### src/rtl/adc_scan_fsm.sv
// ADS1115-style multi-channel scanner: per channel writes config, waits for the
// conversion, sets the pointer and reads two bytes through the shared I2C master port.
module adc_scan_fsm #(
  parameter int         MAX_BYTES_PER_TRANSACTION = 3,
  parameter int         NUM_CH                    = 4,
  parameter logic [6:0] SLAVE_ADDR                = 7'h48,
  parameter logic [2:0] PGA                       = 3'b001,
  parameter logic [2:0] DR                        = 3'b100,
  parameter int         CONV_WAIT_CLKS            = 1000000,
  parameter int         SAMPLE_PERIOD_CLKS        = 6250000,
  parameter int         MAX_RETRIES               = 3,
  localparam int        BW = $clog2(MAX_BYTES_PER_TRANSACTION + 1)
) (
  input  logic                                        clk,
  input  logic                                        reset,
  input  logic                                        enable,
  input  logic                                        i2c_transaction_done,
  input  logic                                        i2c_ack_err,
  input  logic [MAX_BYTES_PER_TRANSACTION-1:0][7:0]   i2c_master_dout,
  output logic                                        i2c_transaction_start,
  output logic                                        i2c_transaction_rd_nwr,
  output logic [6:0]                                  i2c_transaction_slave_addr,
  output logic [MAX_BYTES_PER_TRANSACTION-1:0][7:0]   i2c_master_din,
  output logic [BW-1:0]                               i2c_transaction_bytes_num,
  output logic [NUM_CH-1:0][15:0]                     ch_data,
  output logic                                        sample_valid,
  output logic [1:0]                                  sample_ch,
  output logic                                        scan_done,
  output logic                                        scan_overrun,
  output logic [7:0]                                  err_count,
  output logic                                        busy
);

  localparam int PW = (SAMPLE_PERIOD_CLKS > 2) ? $clog2(SAMPLE_PERIOD_CLKS) : 1;
  localparam int CW = (CONV_WAIT_CLKS > 2) ? $clog2(CONV_WAIT_CLKS) : 1;
  localparam int RW = (MAX_RETRIES > 0) ? $clog2(MAX_RETRIES + 1) : 1;

  localparam logic [PW-1:0] PER_LOAD  = PW'(SAMPLE_PERIOD_CLKS - 1);
  // The CONV entry cycle and the PTR cycle both count toward the wait.
  localparam logic [CW-1:0] CONV_LOAD = (CONV_WAIT_CLKS > 2) ? CW'(CONV_WAIT_CLKS - 2) : '0;
  localparam logic [RW-1:0] RETRY_MAX = RW'(MAX_RETRIES);
  localparam logic [1:0]    LAST_CH   = 2'(NUM_CH - 1);

  typedef enum logic [3:0] {
    IDLE, CFG, CFG_WAIT, CONV, PTR, PTR_WAIT, READ, READ_WAIT, NEXT, PERIOD
  } state_t;

  state_t                                   state_q, state_d;
  logic [1:0]                               ch_q, ch_d;
  logic [RW-1:0]                            retry_q, retry_d;
  logic [PW-1:0]                            per_q, per_d;
  logic [CW-1:0]                            conv_q, conv_d;
  logic                                     ovr_q, ovr_d;
  logic                                     start_q, start_d;
  logic                                     rd_nwr_q, rd_nwr_d;
  logic [MAX_BYTES_PER_TRANSACTION-1:0][7:0] din_q, din_d;
  logic [BW-1:0]                            bytes_q, bytes_d;
  logic [NUM_CH-1:0][15:0]                  ch_data_q, ch_data_d;
  logic                                     sv_q, sv_d;
  logic                                     sdone_q, sdone_d;
  logic                                     overrun_q, overrun_d;
  logic [7:0]                               err_q, err_d;
  logic                                     busy_q, busy_d;
  logic                                     new_scan, nack;
  logic                                     unused_dout;

  assign unused_dout = ^i2c_master_dout;

  always_comb begin
    state_d   = state_q;
    ch_d      = ch_q;
    retry_d   = retry_q;
    per_d     = (per_q != '0) ? per_q - PW'(1) : per_q;
    conv_d    = conv_q;
    ovr_d     = ovr_q;
    start_d   = 1'b0;
    rd_nwr_d  = rd_nwr_q;
    din_d     = din_q;
    bytes_d   = bytes_q;
    ch_data_d = ch_data_q;
    sv_d      = 1'b0;
    sdone_d   = 1'b0;
    overrun_d = 1'b0;
    err_d     = err_q;
    new_scan  = 1'b0;
    nack      = 1'b0;

    // Period expiry at the final NEXT is an exact fit, not an overrun.
    if (per_q == '0 && !ovr_q && state_q != IDLE && state_q != PERIOD &&
        !(state_q == NEXT && ch_q == LAST_CH)) begin
      overrun_d = 1'b1;
      ovr_d     = 1'b1;
    end

    case (state_q)
      IDLE: begin
        ch_d = '0;
        if (enable) new_scan = 1'b1;
      end
      CFG:  state_d = CFG_WAIT;
      PTR:  state_d = PTR_WAIT;
      READ: state_d = READ_WAIT;
      CFG_WAIT: begin
        if (i2c_transaction_done) begin
          if (i2c_ack_err) nack = 1'b1;
          else begin
            state_d = CONV;
            conv_d  = CONV_LOAD;
          end
        end
      end
      CONV: begin
        if (conv_q == '0) state_d = PTR;
        else conv_d = conv_q - CW'(1);
      end
      PTR_WAIT: begin
        if (i2c_transaction_done) begin
          if (i2c_ack_err) nack = 1'b1;
          else state_d = READ;
        end
      end
      READ_WAIT: begin
        if (i2c_transaction_done) begin
          if (i2c_ack_err) nack = 1'b1;
          else begin
            for (int i = 0; i < NUM_CH; i++) begin
              if (ch_q == 2'(i)) ch_data_d[i] = {i2c_master_dout[0], i2c_master_dout[1]};
            end
            sv_d    = 1'b1;
            state_d = NEXT;
          end
        end
      end
      NEXT: begin
        retry_d = '0;
        if (ch_q != LAST_CH) begin
          ch_d    = ch_q + 2'd1;
          state_d = CFG;
        end else begin
          sdone_d = 1'b1;
          if (!enable) state_d = IDLE;
          else if (per_q == '0) new_scan = 1'b1;
          else state_d = PERIOD;
        end
      end
      PERIOD: begin
        if (per_q == '0) begin
          if (enable) new_scan = 1'b1;
          else state_d = IDLE;
        end
      end
      default: state_d = IDLE;
    endcase

    if (nack) begin
      if (err_q != 8'hFF) err_d = err_q + 8'd1;
      if (retry_q == RETRY_MAX) state_d = NEXT;
      else begin
        retry_d = retry_q + RW'(1);
        state_d = CFG;
      end
    end

    if (new_scan) begin
      state_d = CFG;
      ch_d    = '0;
      retry_d = '0;
      per_d   = PER_LOAD;
      ovr_d   = 1'b0;
    end

    // Transaction fields are loaded on entry to the one-cycle request states.
    case (state_d)
      CFG: begin
        start_d  = 1'b1;
        rd_nwr_d = 1'b0;
        bytes_d  = BW'(3);
        din_d    = '0;
        din_d[0] = 8'h01;
        din_d[1] = {2'b11, ch_d, PGA, 1'b1};
        din_d[2] = {DR, 5'b00011};
      end
      PTR: begin
        start_d  = 1'b1;
        rd_nwr_d = 1'b0;
        bytes_d  = BW'(1);
        din_d    = '0;
      end
      READ: begin
        start_d  = 1'b1;
        rd_nwr_d = 1'b1;
        bytes_d  = BW'(2);
      end
      default: ;
    endcase

    busy_d = (state_d != IDLE);
  end

  always_ff @(posedge clk or posedge reset) begin
    if (reset) begin
      state_q   <= IDLE;
      ch_q      <= '0;
      retry_q   <= '0;
      per_q     <= '0;
      conv_q    <= '0;
      ovr_q     <= 1'b0;
      start_q   <= 1'b0;
      rd_nwr_q  <= 1'b0;
      din_q     <= '0;
      bytes_q   <= BW'(1);
      ch_data_q <= '0;
      sv_q      <= 1'b0;
      sdone_q   <= 1'b0;
      overrun_q <= 1'b0;
      err_q     <= '0;
      busy_q    <= 1'b0;
    end else begin
      state_q   <= state_d;
      ch_q      <= ch_d;
      retry_q   <= retry_d;
      per_q     <= per_d;
      conv_q    <= conv_d;
      ovr_q     <= ovr_d;
      start_q   <= start_d;
      rd_nwr_q  <= rd_nwr_d;
      din_q     <= din_d;
      bytes_q   <= bytes_d;
      ch_data_q <= ch_data_d;
      sv_q      <= sv_d;
      sdone_q   <= sdone_d;
      overrun_q <= overrun_d;
      err_q     <= err_d;
      busy_q    <= busy_d;
    end
  end

  assign i2c_transaction_start      = start_q;
  assign i2c_transaction_rd_nwr     = rd_nwr_q;
  assign i2c_transaction_slave_addr = SLAVE_ADDR;
  assign i2c_master_din             = din_q;
  assign i2c_transaction_bytes_num  = bytes_q;
  assign ch_data                    = ch_data_q;
  assign sample_valid               = sv_q;
  assign sample_ch                  = ch_q;
  assign scan_done                  = sdone_q;
  assign scan_overrun               = overrun_q;
  assign err_count                  = err_q;
  assign busy                       = busy_q;

endmodule

### config.mk
export PLATFORM = sky130hd
export DESIGN_NAME = adc_scan_fsm
export DESIGN_NICKNAME = d
export VERILOG_FILES = /design/src/rtl/adc_scan_fsm.sv
export SDC_FILE = /design/constraint.sdc
export NUM_CORES = 1
export LEC_CHECK = 0
export CAP_MARGIN = 20
export CORE_AREA = 2 2 116 118
export CTS_CLUSTER_SIZE = 25
export DETAILED_ROUTE_END_ITERATION = 7
export DIE_AREA = 0 0 118 120
export MAX_ROUTING_LAYER = met4
export PLACE_DENSITY = 0.75
export SYNTH_ARGS = -nofsm -noshare
export SYNTH_HDL_FRONTEND = slang
export SYNTH_SLANG_ARGS = --single-unit
### constraint.sdc
create_clock -name clk -period 5.4 [get_ports clk]
set_clock_uncertainty 0.1 [all_clocks]
set_input_delay 1.08 -clock clk [delete_from_list [all_inputs] [get_ports clk]]
set_output_delay 1.08 -clock clk [all_outputs]
set_load 0.02 [all_outputs]
==> Yosys cells after proc, flatten, opt, wreduce, memory -nomap -nowiden <==
Index checks and enable logic that the tools add are counted.
{ "word_totals": {"register_bits": 156, "in_bits": 29, "output_inout_bits": 113, "elab_cells": 128} }
{ "op_classes": {"addsub": 5, "eq_ne": 22, "muxes": 50, "n_bitwise": 1, "reduce_logical": 29} }
{ "op_table": {"columns": ["op", "n"], "rows": [
  ["$mux 20", 3],
  ["$mux 4", 15],
  ["$pmux 24 s2", 1],
  ["$mux 23", 2],
  ["$pmux 20 s2", 1],
  ["$pmux 4 s10", 1],
  ["$eq 4x3->1 const B", 6],
  ["$logic_not 23->1", 1],
  ["$reduce_bool 23->1", 1],
  ["$sub 23x1->23 const B", 1],
  ["$logic_not 20->1", 1],
  ["$reduce_and 4->1", 5],
  ["$sub 20x1->20 const B", 1],
  ["$mux 1", 17],
  ["$mux 2", 6],
  ["$reduce_bool 2->1", 5],
  ["$add 8x1->8 const B", 1],
  ["$eq 4x1->1 const B", 2],
  ["$eq 4x2->1 const B", 2],
  ["$eq 4x4->1 const B", 2],
  ["$ne 2x2->1 const B", 4],
  ["$ne 8x8->1 const B", 1],
  ["$reduce_bool 4->1", 2],
  ["$eq 2x2->1 const B", 3],
  ["16 further kinds", 23]
]} }

==> Depth between registers and ports, before layout <==
Gate-level depths: netlist of the first run.
{ "depth": {"word_depth": 10, "mapped_depth": 10, "mapped_depth_nobuf": 8} }

==> Worst setup path after synthesis of the first run <==
Ideal clock, no wire load.
{ "synth_path": {"path_kind": "in2reg", "from": "input i2c_ack_err", "to": "register ch_data_q, in the netlist ch_data[0]", "setup_time_ps": 125, "arrival_time_ps": 2929, "required_ps": 5175, "slack_ps": 2246, "cell_stages": 6, "n_path_buf": 2, "path_cell_list": "nand2b_1 -> or3_1 -> clkbuf_1 -> nor3_1 -> buf_2 -> mux2_2"} }
{ "synth_between": {"elab_chain_len": 2} }
{ "synth_rtl": {"columns": ["item", "line", "rtl"], "rows": [
  ["start: declaration", "18", "input logic i2c_ack_err,"],
  ["$not 1->1 (no line)", null, null],
  ["$reduce_and 4->1 (no line)", null, null],
  ["end signal: assignment", "229", "ch_data_q <= ch_data_d;"],
  ["end: declaration", "58", "logic [NUM_CH-1:0][15:0] ch_data_q, ch_data_d;"]
]} }
No other way between the ends.
A chain may end at the register's enable or synchronous reset.

==> Worst setup path after layout of the first run <==
{ "layout_path": {"from": "input i2c_transaction_done", "to": "register start_q (netlist: i2c_transaction_start)"} }
{ "layout_between": {"elab_chain_len": 7, "word_cells_on_any_way": 13, "cone_classes": "eq/ne (3); mux (9); reduce/logical (1)"} }
{ "layout_rtl": {"columns": ["item", "line", "rtl"], "rows": [
  ["start: declaration", "17", "input logic i2c_transaction_done,"],
  ["$mux 4, or another cell as far along", "123", "if (i2c_transaction_done) begin"],
  ["$pmux 4 s10 / $mux 1 (equally long branches)", null, null],
  ["$mux 4 (*)", "155", "if (nack) begin"],
  ["$mux 4 (*)", "164", "if (new_scan) begin"],
  ["$eq 4x3->1 / $eq 4x1->1 (equally long branches)", "173", "case (state_d)"],
  ["$reduce_or 3->1 (no line) (*)", null, null],
  ["$mux 1 (*)", "173", null],
  ["named net start_d", "54", "logic start_q, start_d;"],
  ["end signal: assignment", "225", "start_q <= start_d;"],
  ["end: declaration", "54", null]
]} }
The timed path passes the listed nets; every way through them passes the cells marked *.

==> out/metrics.sh, run 1 <==
STATUS='complete, no violations'
FINAL_ANTENNA_NET_COUNT=0
TOTAL_LEAKAGE_POWER_nW=3.430
FILLERS=1032
CRITPATHSLOWESTCELL='clkdlybuf4s50_1'
MAX_CLOCK_FREQ_MHz=306.8
MAXIMUM_NUMBER_OF_PINS_ON_ONE_NET_BEFORE_GLOBAL_ROUTE_REPAIR=50
RRSETUPSLACK_NS=2.36
REPORT.FINAL.SLEW_VIOL_COUNT=0
CTS_HTREE_LEVELS=4
AREA_DELTA_SYNTH_FINAL_PCT=28.25
AREA_OF_COMBINATIONAL_CELLS_WITH_MULTIPLE_INPUTS_UM2=2645
WORST_SETUP_PATH_END_KIND='register'
FRACTION_OF_SYNTHESIS_FLOPS_USING_AN_ASYNCHRONOUS_SET_OR_RESET_PIN=1.000
DIE_BOUNDARY_WIDTH_UM=118
MAXCAPVIOLCOUNT=0
DESIGN.DIE.AREA_UM2=14160
GP_CONGESTION=0.8565
PLACEMENT_ROWS=42
YOSYS_WARNINGS=0
CRIT_PATH_MAX_FANOUT=7
DRTITER0DRC=206
ANTENNA_CELLS_INSERTED=0
CTS_INSERTED_BUFFERS=17
PATH_CELLS='clkdlybuf4s50_1, nand2b_1, or3_1, a31oi_1, a311oi_4, o22a_4, or3b_1'
NUMBER_OF_GLOBAL_ROUTE_VIAS_BEFORE_REPAIR=4624
DETAILEDPLACEMENTHPWL_UM=9576
P_SW_W=0.0009178
SW_FRAC_OF_TOTAL=0.2972
GLOBALROUTETOTALUTIL=0.2153
PER_INSTANCE_AVERAGE_AREA_AFTER_SYNTHESIS_UM2=11.46
R2R-END='i2c_master_din[13]'
VDD.IR_DROP.WORST_V=0.0002214
HOLDCRITPATHCLASS='register to register'
IOPINCOUNT=142
FLOORPLAN.DIE.HEIGHT_UM=120
SEQUENTIAL_AREA_SHARE_AFTER_SYNTHESIS=0.5373
CLK_PIN_SLEW_WORST_PATHS_NS=0.06
WORST_SLEW_PIN_TRAN_NS=0.7109
POST-ROUTE-DRC-COUNT=0
SETUP.WORST_PATH.START='i2c_transaction_done'
REG2REGPATHDEPTH=6
P_INT_W=0.002170
SYN-CELL-AREA_UM2=6290
FINAL_SETUP_VIO_COUNT=0
GRT_SETUP_UNREPAIRED='no'
POWER.DENSITY_CELL_AREA_nW_PER_UM2=382.8
FINAL_CELLS=849
YS.FLOP_TYPE='dfrtp_1'
SYNTH-EDFF-COUNT=0
VIA_PER_INSTANCE_RATIO=5.258
CLOCK_INSERTION_DELAY_WORST_SKEW_NS=0.42
SHARE_SEQ_OF_TOTAL_POWER=0.431
ARRIVAL_NS=3.44
SYNTHCELLS=549
START_UTIL=0.4846
MAX_STAGE_DELAY_NS=0.58
YS_FF_LATCH=135
ANTENNA_FOUND_INITIAL=0
WORST_SETUP_PATH_START_KIND='input pin'
WORST_R2R_STARTPOINT='per_q[18]'
BUFFER_PORTS.INSERTED=112
NETS=694
POWER.COMBINATIONAL.FRACTION=0.200
TRITONCTS_NUM_SINKS=135
FINAL.MIN_CLOCK_PERIOD_NS=3.259
ROUTE.VIAS.TOTAL=4464
TIMING.CRITICAL_PATH.TO='i2c_transaction_start'
CRITPATHREQUIREDTIME_NS=5.58
DETAIL_ROUTE.FIRST_PASS.ITERATIONS=4
TOTAL_GLOBAL_ROUTING_OVERFLOW=0
PLACE.DETAILED.INSTANCES=816
REPORT.FINAL.HOLD_VIOL_COUNT=0
CTS.REPAIR.RESIZED=0
CTS_TREE='yes'
CRIT_TYPE='input pin to register'
RELSLEWSLACK=0.5256
FINAL-SEQ-AREA_UM2=3379
ROOT_BUFFER='clkbuf_16'
PWR-SHARE-CLK=0.369
CLK_PATH_BUF_DEPTH=2
SYNTH_CELL_TYPES=59
CORE-AREA_UM2=12980
POST_DRT_WL_PER_CELL_UM=16.39
CTS-HOLD-FIX-BUFFERS=0
GRT_FIRST_PASS_WIRELENGTH_UM=23490
DRT_WL_TOTAL_UM=13920
FINAL_MIN_PERIOD_OVER_CLOCK_PERIOD=0.6036
POSTCTSSETUPBUFFERS=0
TNS_NS=0
DRIVE_GT1_FRAC=0.1828
metrics by stage:
step	area, um^2	setup slack (ns)	utilization	hold WS, ns	power [W]
floorplan	6361	0.6105	-	0.3101	0.001754
global placement	7473	1.806	0.5758	0.3307	0.001938
detailed placement	7473	1.770	0.5758	0.3327	0.001970
CTS	8059	2.178	0.6209	0.3421	0.003120
global route	8066	2.063	0.6215	0.3639	0.003259
finish	8066	2.141	0.6215	0.3420	0.003088
flip-flops by register name, indices dropped and copies added, names as in the netlist:
| register | cells |
|---|---|
| sample_ch | 2 |
| scan_done | 1 |
| sample_valid | 1 |
| i2c_master_din | 3 |
| retry_q | 2 |
| i2c_transaction_rd_nwr | 1 |
| i2c_transaction_bytes_num | 2 |
| busy | 1 |
| ch_data | 64 |
| err_count | 8 |
| per_q | 23 |
| state_q | 4 |
| i2c_transaction_start | 1 |
| conv_q | 20 |
| ovr_q | 1 |
| scan_overrun | 1 |
cells in the mapped netlist (11+ instances only):
library cell / count / area share
buf_4: 28 / 0.033
clkbuf_1: 15 / 0.0090
dfrtp_1: 134 / 0.53
inv_1: 12 / 0.0072
mux2_2: 67 / 0.12
nand2_1: 51 / 0.030
nand2b_1: 11 / 0.011
nand3_1: 15 / 0.012
nor2_1: 35 / 0.021
nor3_1: 14 / 0.011
xnor2_1: 23 / 0.032
xor2_1: 16 / 0.022
critical path, delay by kind of cell:
family	cells	cell delay, ns
AOI/OAI and AO/OA	3	0.73
and+or+nand+nor	3	1.04
buffers and inverters	1	0.58
cell families after synthesis:
| kind of cell | count (synthesis) | share of synthesized area |
|---|---|---|
| flops | 135 | 0.5373 |
| xor+xnor | 39 | 0.05431 |
| other cells | 2 | 0.001194 |
| buf+inv | 60 | 0.05430 |
| compound gates | 54 | 0.06605 |
| fa+ha+maj | 5 | 0.009946 |
| mux | 70 | 0.1247 |
| simple gates | 184 | 0.1522 |
routing by layer:
layer | share of wire | up-vias | global-route usage
met4 | 0.018 | 0 | 0.08886
met1 | 0.43 | 2203 | 0.2632
met5 | 0 | - | -
li1 | - | 2103 | -
met3 | 0.065 | 20 | 0.06844
met2 | 0.48 | 138 | 0.3328
power groups by stage:
stage | Sequential (W) | Clock (W) | Combinational, W
2_1_floorplan | 0.00136 | 0 | 0.000393
3_3_place_gp | 0.00133 | 0 | 0.000605
3_5_place_dp | 0.00135 | 0 | 0.000623
4_1_cts | 0.00133 | 0.00116 | 0.000625
5_1_grt | 0.00136 | 0.00121 | 0.000691
6_report | 0.00133 | 0.00114 | 0.000618
final cells by class:
type,count,share of cell area
well taps,176,0.02730
clock inverters,10,0.01505
clock buffers,22,0.05755
flip-flops and latches,135,0.4190
multi-input cells,373,0.3279
inverters,12,0.005894
repair buffers,121,0.1474
layout by cell type (no fill, tap or decap), types with 5 or more instances in the layout:
cell             netlist  layout
clkbuf_16              0      17
nand4_1                9       9
clkdlybuf4s50_1        0     112
nor4_1                10      10
inv_1                 12      11
ha_1                   5       5
nand2b_1              11      11
or4_1                  7       7
a21oi_1               10      10
dfrtp_1              134     134
xnor2_1               23      23
or3_1                 10      10
nand3_1               15      15
mux2_2                67      67
nand2_1               51      51
xor2_1                16      16
conb_1                 2      21
nor3_1                14      13
nor2_1                35      35
buf_4                 28       9
o21ai_0                9       9
worst min path at each step:
stage,endpoint,depth (start not counted),start
6_report,scan_overrun,1,ovr_q
5_1_grt,scan_overrun,1,ovr_q
4_1_cts,scan_overrun,1,ovr_q
3_5_place_dp,scan_overrun,1,ovr_q
3_3_place_gp,scan_overrun,1,ovr_q
2_1_floorplan,scan_overrun,1,ovr_q
Power figures use the tool's default switching activity.
==> run 2: changes to the inputs <==
Clock period 5.4 ns to 3.41 ns, I/O delays scaled along.
==> run 2 against run 1 <==
  * Sequential share of layout area decreased by 0.58 points
  * Via count grew 1.1%
  * Design area increased by 1.4%
  * Critical path type is now register to register
  * Largest cell class unchanged
  * Highest routed layer unchanged
==> out/metrics.sh, run 2 (synthesis gave the netlist of run 1 again) <==
STATUS='complete, no violations'  # unchanged
CRITPATHSLOWESTCELL='or4_4'  # was clkdlybuf4s50_1
CORE-AREA_UM2=12980  # unchanged
TRITONCTS_NUM_SINKS=135  # unchanged
WORST_SETUP_PATH_END_KIND='register'  # unchanged
DRT_WL_TOTAL_UM=14160  # was 13920 um
CLK_PIN_SLEW_WORST_PATHS_NS=0.05  # was 0.06 ns
ANTENNA_FOUND_INITIAL=0  # unchanged
WORST_R2R_STARTPOINT='per_q[6]'  # was per_q[18]
DETAIL_ROUTE.FIRST_PASS.ITERATIONS=4  # unchanged
TOTAL_LEAKAGE_POWER_nW=3.480  # was 3.430 nW
R2R-END='i2c_master_din[12]'  # was i2c_master_din[13]
HOLDCRITPATHCLASS='register to register'  # unchanged
DETAILEDPLACEMENTHPWL_UM=9870  # was 9576 um
CRITPATHREQUIREDTIME_NS=3.65  # was 5.58 ns
DRIVE_GT1_FRAC=0.1912  # was 0.1828
AREA_DELTA_SYNTH_FINAL_PCT=30.06  # was 28.25%
NETS=701  # was 694
FINAL_ANTENNA_NET_COUNT=0  # unchanged
FILLERS=1033  # was 1032
FLOORPLAN.DIE.HEIGHT_UM=120  # unchanged
MAX_CLOCK_FREQ_MHz=334.0
CTS-HOLD-FIX-BUFFERS=0  # unchanged
WORST_SLEW_PIN_TRAN_NS=0.8326  # was 0.7109 ns
CTS.REPAIR.RESIZED=0  # unchanged
WORST_HOLD_PATH.NUM_CELLS=1  # unchanged
RELSLEWSLACK=0.4438  # was 0.5256
GRT_FIRST_PASS_WIRELENGTH_UM=23680  # was 23490 um
CP_COMMON_CELL='or4_4'
IOPINCOUNT=142  # unchanged
VDD.IR_DROP.WORST_V=0.0004747  # was 0.0002214 V
POSTCTSSETUPBUFFERS=0  # unchanged
REG2REGPATHDEPTH=6  # unchanged
ROUTE.VIAS.TOTAL=4512  # was 4464
MAXCAPVIOLCOUNT=0  # unchanged
FINAL_COMMON_CELL='dfrtp_1'  # unchanged
BUFFER_PORTS.INSERTED=112  # unchanged
START_UTIL=0.4846  # unchanged
WORST_SETUP_PATH_START_KIND='register'  # was input pin
CTS_HTREE_LEVELS=4  # unchanged
CTS_INSERTED_BUFFERS=17  # unchanged
LARGEST_REGISTER_FF_COUNT=64  # unchanged
POST-ROUTE-CELL-AREA_UM2=8180  # was 8066 um^2
VIA_PER_INSTANCE_RATIO=5.271  # was 5.258
LAYOUT.CELLS.MOST_COMMON_LIST='dfrtp_1 (134), clkdlybuf4s50_1 (112), mux2_2 (67), nand2_1 (51), nor2_1 (35)'  # unchanged
PLACEMENT_ROWS=42  # unchanged
ANTENNA_CELLS_INSERTED=0  # unchanged
PATH_CELLS='or4_4, or4_4, or2_0, a311oi_4, o22a_4, mux2i_1'  # was clkdlybuf4s50_1, nand2b_1, or3_1, a31oi_1, a311oi_4, o22a_4, or3b_1
NUMBER_OF_GLOBAL_ROUTE_VIAS_BEFORE_REPAIR=4757  # was 4624
FINAL_SETUP_VIO_COUNT=0  # unchanged
DESIGN.DIE.AREA_UM2=14160  # unchanged
CLK_PATH_BUF_DEPTH=2  # unchanged
HOLD_START='ovr_q'  # unchanged
DRTITER0DRC=268  # was 206
GP_CONGESTION=0.8052  # was 0.8565
ROOT_BUFFER='clkbuf_16'  # unchanged
WORST_HOLD_ENDPOINT='scan_overrun'  # unchanged
REPORT.FINAL.SLEW_VIOL_COUNT=0  # unchanged
RRSETUPSLACK_NS=0.42  # was 2.36 ns
POST_DRT_WL_PER_CELL_UM=16.55  # was 16.39 um
MAXIMUM_NUMBER_OF_PINS_ON_ONE_NET_BEFORE_GLOBAL_ROUTE_REPAIR=51  # was 50
MAX_STAGE_DELAY_NS=0.58  # about the same
CRIT_PATH_MAX_FANOUT=9  # was 7
FINAL.MIN_CLOCK_PERIOD_NS=2.994
PLACEMENT.CELL_AREA_UM2=7572  # was 7473 um^2
TOTAL_GLOBAL_ROUTING_OVERFLOW=0  # unchanged
FINAL-SEQ-AREA_UM2=3379  # unchanged
AREA_OF_COMBINATIONAL_CELLS_WITH_MULTIPLE_INPUTS_UM2=2645  # unchanged
GRT_SETUP_UNREPAIRED='no'  # unchanged
DIE_BOUNDARY_WIDTH_UM=118  # unchanged
ARRIVAL_NS=3.23  # was 3.44 ns
CLOCK_INSERTION_DELAY_WORST_SKEW_NS=0.42  # about the same
TNS_NS=0  # unchanged
FINAL_MIN_PERIOD_OVER_CLOCK_PERIOD=0.8781
REPORT.FINAL.HOLD_VIOL_COUNT=0  # unchanged
POST-ROUTE-DRC-COUNT=0  # unchanged
POWER.DENSITY_CELL_AREA_nW_PER_UM2=609.2  # was 382.8 nW/um^2
CTS_TREE='yes'  # unchanged
CRIT_TYPE='register to register'  # was input pin to register
GLOBALROUTETOTALUTIL=0.2186  # was 0.2153
run 2: changes by cell type in the layout (fill, tap and decap cells not counted), sizes merged:
cell,delta
clkinv,-2
clkinvlp,+1
buf,+7
bufinv,+1
run 2: area by class of cell:
type,count,share of cell area
clock buffers,22,0.05675
inverters,12,0.005965
flip-flops and latches,135,0.4131
clock inverters,10,0.01759
repair buffers,128,0.1563
well taps,176,0.02692
multi-input cells,373,0.3233
run 2: critical path: cells and delay by family (launching register included):
| family | cells | cell delay [ns] |
|---|---|---|
| multiplexers | 1 | 0.19 |
| AND/OR/NAND/NOR | 3 | 1.58 |
| flip-flops | 1 | 0.42 |
| AO/OA/AOI/OAI | 2 | 0.63 |
run 2: how the worst max path moves through the flow:
stage                               from  cells past startpoint  slack [ns]                     to
floorplan                    i2c_ack_err                      6        0.65             ch_data[0]
detailed placement  i2c_transaction_done                      7        0.31     i2c_master_din[12]
global placement             i2c_ack_err                      7        0.31  i2c_transaction_start
global route                    per_q[0]                      8        0.30     i2c_master_din[12]
finish                          per_q[6]                      6        0.42     i2c_master_din[12]
CTS                             per_q[6]                      6        0.41     i2c_master_din[12]
run 2: power by group:
group          switching, W  internal (W)
sequential         0.000249       0.00186
clock              0.000685       0.00119
combinational      0.000535      0.000463
total               0.00147       0.00351
run 2: layer usage:
layer	global-route usage	routed length (um)	vias to the layer above	share of wire
met5	-	0	-	0
met4	0.07605	236	0	0.017
met3	0.08983	989	19	0.070
met2	0.3434	6850	128	0.48
met1	0.2555	6088	2237	0.43
li1	-	-	2128	-
run 2: through the flow:
stage | power (W) | worst slack [ns] | std cells | utilization | hold slack (ns)
after detailed placement | 0.003130 | 0.3080 | 824 | 0.5834 | 0.3267
after global placement | 0.003073 | 0.3098 | 824 | 0.5834 | 0.3276
after global routing | 0.005239 | 0.2988 | 856 | 0.6302 | 0.3513
final | 0.004984 | 0.4156 | 856 | 0.6302 | 0.3326
after CTS | 0.005030 | 0.4145 | 856 | 0.6302 | 0.3367
after floorplan | 0.002778 | 0.6544 | 568 | - | 0.3101
